[src/rtl/mem_port_arbiter.sv]
// Round-robin arbiter sharing one fixed-latency memory between the CPU
// control path (port C) and the DMA/program loader (port D).
module mem_port_arbiter #(
    parameter int ADDR_W = 32,
    parameter int DATA_W = 32,
    parameter int LAT    = 2
) (
    input  logic              clk,
    input  logic              rst,
    input  logic              c_req,
    input  logic              c_we,
    input  logic [ADDR_W-1:0] c_addr,
    input  logic [DATA_W-1:0] c_wdata,
    output logic              c_done,
    input  logic              d_req,
    input  logic              d_we,
    input  logic [ADDR_W-1:0] d_addr,
    input  logic [DATA_W-1:0] d_wdata,
    output logic              d_done,
    output logic [DATA_W-1:0] rdata,
    output logic              busy,
    output logic              gnt_id,
    output logic [ADDR_W-1:0] mem_addr,
    output logic [DATA_W-1:0] mem_wdata,
    output logic              mem_we,
    output logic              mem_re,
    input  logic [DATA_W-1:0] mem_rdata
);

    localparam int CW = (LAT > 1) ? $clog2(LAT) : 1;

    typedef enum logic [1:0] {IDLE, ACCESS, DONE} state_t;

    state_t            state, state_nxt;
    logic [CW-1:0]     cnt, cnt_nxt;
    logic              grant, win;
    logic              we_q;
    logic [ADDR_W-1:0] addr_q;
    logic [DATA_W-1:0] wdata_q;
    logic              acc;
    logic              last;

    assign acc  = (state == ACCESS);
    assign last = acc && (cnt == '0);

    // Ties go to the port that did not win last time
    always_comb begin
        state_nxt = state;
        cnt_nxt   = cnt;
        grant     = 1'b0;
        win       = gnt_id;
        unique case (state)
            IDLE: begin
                if (c_req && d_req) begin
                    grant = 1'b1;
                    win   = ~gnt_id;
                end else if (c_req) begin
                    grant = 1'b1;
                    win   = 1'b0;
                end else if (d_req) begin
                    grant = 1'b1;
                    win   = 1'b1;
                end
                if (grant) begin
                    state_nxt = ACCESS;
                    cnt_nxt   = CW'(LAT - 1);
                end
            end
            ACCESS: begin
                if (cnt == '0) state_nxt = DONE;
                else           cnt_nxt   = cnt - 1'b1;
            end
            DONE:    state_nxt = IDLE;
            default: state_nxt = IDLE;
        endcase
    end

    always_ff @(posedge clk or posedge rst) begin
        if (rst) begin
            state   <= IDLE;
            cnt     <= '0;
            gnt_id  <= 1'b1;
            we_q    <= 1'b0;
            addr_q  <= '0;
            wdata_q <= '0;
            rdata   <= '0;
        end else begin
            state <= state_nxt;
            cnt   <= cnt_nxt;
            if (grant) begin
                gnt_id  <= win;
                we_q    <= win ? d_we    : c_we;
                addr_q  <= win ? d_addr  : c_addr;
                wdata_q <= win ? d_wdata : c_wdata;
            end
            if (last && !we_q) rdata <= mem_rdata;
        end
    end

    // Memory bus is driven only from the latched request, never the live ports
    assign mem_addr  = acc ? addr_q  : '0;
    assign mem_wdata = acc ? wdata_q : '0;
    assign mem_we    = acc &  we_q;
    assign mem_re    = acc & ~we_q;
    assign busy      = (state != IDLE);
    assign c_done    = (state == DONE) & ~gnt_id;
    assign d_done    = (state == DONE) &  gnt_id;

endmodule

[config.mk]
export PLATFORM = sky130hd
export DESIGN_NAME = mem_port_arbiter
export DESIGN_NICKNAME = d
export VERILOG_FILES = /design/src/rtl/mem_port_arbiter.sv
export SDC_FILE = /design/constraint.sdc
export NUM_CORES = 1
export LEC_CHECK = 0
export ABC_AREA = 1
export ABC_CLOCK_PERIOD_IN_PS = 4700
export BUFFER_PORTS_ARGS = -buffer_cell sky130_fd_sc_hd__buf_2
export CAP_MARGIN = 20
export CORE_UTILIZATION = 51
export CTS_CLUSTER_SIZE = 14
export DETAILED_ROUTE_END_ITERATION = 12
export GPL_ROUTABILITY_DRIVEN = 0
export PLACE_DENSITY = 0.87
export SYNTH_ARGS = -nofsm -noshare
export SYNTH_HDL_FRONTEND = slang
export SYNTH_SLANG_ARGS = --single-unit
[constraint.sdc]
create_clock -name clk -period 4.7 [get_ports clk]
set_input_delay 0.235 -clock clk [delete_from_list [all_inputs] [get_ports clk]]
set_output_delay 0.235 -clock clk [all_outputs]
set_load 0.005 [all_outputs]
==> impl_results.md <==
- Final WL: 15.9 mm
- Rows: 38
- Slew HR: 32.3%
- Syn. warnings: 0
- Worst-path clk slew: 0.08 ns
- Final setup vio count: 0
- Post-synthesis cell count: 869
- Initial Util: 53.0%
- Netlist cell types: 19
- Startpoint types: register
- VDD IR max: 0.399 mV
- Vias/cell: 4.99
- Drt first-iter violations: 570
- Vias in the first global route: 5547
- Synthesized area: 5820 um^2
- Slew at the pin closest to its max-slew limit: 1.01 ns
- H-tree depth: 3
- Min-Delay Path Class: in -> reg
- Share of cells above drive strength 1: 27.7%
- Req. time, crit path: 4.97 ns
- Slowest stage delay, CP: 1.10 ns
- Worst skew pair latency: 0.33 ns
- PwrDens: 682 nW/um^2
- Final Cell Area: 7440 um^2
- Total CTS buffers: 9
- Crit Path Max Fanout: 34
- MaxCap Viol Count: 0
- # fillers: 986
- Routed Antenna Nets: 0
- Number of top-level pins: 268
- Most used cell, CP: nand2_1
- Routed len/inst: 12.8 um
- Residual DRC: 0
- Port Buffers: 267
- CTS tree: built
- Final setup TNS: 0 ns
- Post-DP Area: 7120 um^2
- Final period utilization: 53.6%
- WP buf/inv: 1
- Sink Count: 101
- DR vias: 6197
- DRT Pass-1 Iters: 5
- Final max-slew violation count: 0
- Area Overhead vs Synth: 28.0%
- Crit. End Element: register
- Die H: 109 um
- Final critical path time including I/O delays and setup: 2.52 ns
- Crit-path cells: clkinv_1 > nand2_1 > nand2_1 > nand2_1
- Final hold viol count: 0
- Crit Path Class: reg -> reg
- Final Core Density: 67.8%
- Antenna cell count: 0
- Status: completed
- Clk buf depth: 2
- RSZ-0062 raised after global routing: false
- Die width: 109 um
- Sequential fraction of the synthesis area: 43.5%
- Mean Syn Cell Area: 6.69 um^2
- Die ar.: 11800 um^2
- Resize count post-CTS: 0
- Clock root buffer master: clkbuf_16
- Crit-path slowest cell: nand2_1
- Largest net degree at the start of global routing: 68
- Core area: 11000 um^2
- Initial antenna violation count: 0
- Global-route wire length before repair: 25.1 mm
- Seq cells post-synth: 101
- Syn nets: 1035
- FMAX: 397 MHz
- Post-CTS setup buffers: 0
- Final #Nets: 1264
- Post-DP HPWL: 11.2 mm
- Fin Clk Skew: 0.00948 ns
- Worst Path Arrival: 2.79 ns
- Leakage: 4.85 nW
- Number of hold buffers added after CTS: 1
- Grt ovf: 0
- Top delay family on crit path: simple AND/OR/NAND/NOR gates
- All-Layer GR Usage: 26.8%
-- synthesized netlist by cell type --
cell type  number  area (um^2)
nor2_4          1         11.3
inv_1         199          747
nand2_1       202          758
nor2_2          1         6.26
clkinv_1        1         3.75
nand3_1       229         1150
o21ai_0         2         10.0
nor2_1         67          251
clkbuf_1       15         56.3
dfrtp_1       100         2500
buf_1           1         3.75
buf_6           4         45.0
inv_2           4         15.0
nand2_2         1         6.26
a21oi_2         1         8.76
buf_4           7         52.6
buf_2          31          155
nor3_1          2         10.0
dfstp_2         1         26.3
-- stage by stage --
step                hold slack (ns)  std cells  worst slack, ns  power (W)
global placement              0.352       1223             2.36    0.00421
floorplan                     0.380        869             1.82    0.00347
global route                  0.128       1243             1.91    0.00555
CTS                           0.119       1242             2.25    0.00509
finish                        0.129       1243             2.18    0.00507
detailed placement            0.356       1225             2.26    0.00434
-- worst min-delay path: cells and delay by family --
kind	cells	cell delay, ns
buffers and inverters	1	0.07
and+or+nand+nor	2	0.12
-- layout make-up --
cell class / count / area (um^2) / area share, %
clock inverters: 7 / 71.3 / 0.958
flip-flops and latches: 101 / 2530 / 34.0
well taps: 140 / 175 / 2.35
repair buffers: 276 / 1440 / 19.4
multi-input cells: 506 / 2230 / 30.0
inverters: 204 / 768 / 10.3
clock buffers: 9 / 225 / 3.03
-- where the power goes --
| part | internal [W] | leakage, nW | switching (W) | total, W |
|---|---|---|---|---|
| sequential | 0.00132 | 1.23 | 0.000253 | 0.00158 |
| clock | 0.000379 | 0.148 | 0.000353 | 0.000732 |
| combinational | 0.00100 | 3.47 | 0.00176 | 0.00277 |
-- layer usage --
layer	GRT usage, %	vias to the layer above	part of all wire (%)
met1	33.6	2822	41
met3	3.95	20	7.3
met2	47.6	297	50
met4	8.49	0	1.4
met5	0	-	0
li1	-	3058	-
-- placed cells by master (no fill, tap or decap), types with 2 or more instances in the layout --
cell and instances:
nand3_2 2, nor3_1 2, dfrtp_1 100, clkbuf_16 9, inv_8 4, buf_2 267
buf_4 5, o21ai_0 2, buf_12 3, clkinv_4 2, nand2_1 200, nand2_2 3
inv_1 197, nor2_1 67, nand3_1 227, inv_2 5
-- kinds of logic (layout without fill, tap and decap cells) --
family                 count (synthesis)  count (layout)  synth area share, %
DFF                                  101             101                 43.5
and+or+nand+nor                      503             503                 37.7
buffers and inverters                262             496                 18.5
AOI/OAI and AO/OA                      3               3                0.323
-- final timing paths --
| kind | from | to | slack, ns | cells past startpoint |
|---|---|---|---|---|
| hold reg to reg | rdata[22] | rdata[22] | 0.47 | 2 |
| setup / recovery | we_q | rdata[21] | 2.18 | 4 |
| max in group asynchronous | rst | wdata_q[27] | 3.07 | 4 |
| min in group asynchronous | rst | rdata[17] | 0.53 | 3 |
| hold / removal | mem_rdata[2] | rdata[2] | 0.13 | 3 |
| setup reg to reg | we_q | rdata[21] | 2.18 | 4 |
-- flip-flops by register name, indices dropped and copies added (netlist names), named ones only --
name,cells
wdata_q,32
we_q,1
state,2
cnt,1
rdata,32
addr_q,32
No activity file was read; power rests on OpenSTA's default activity.
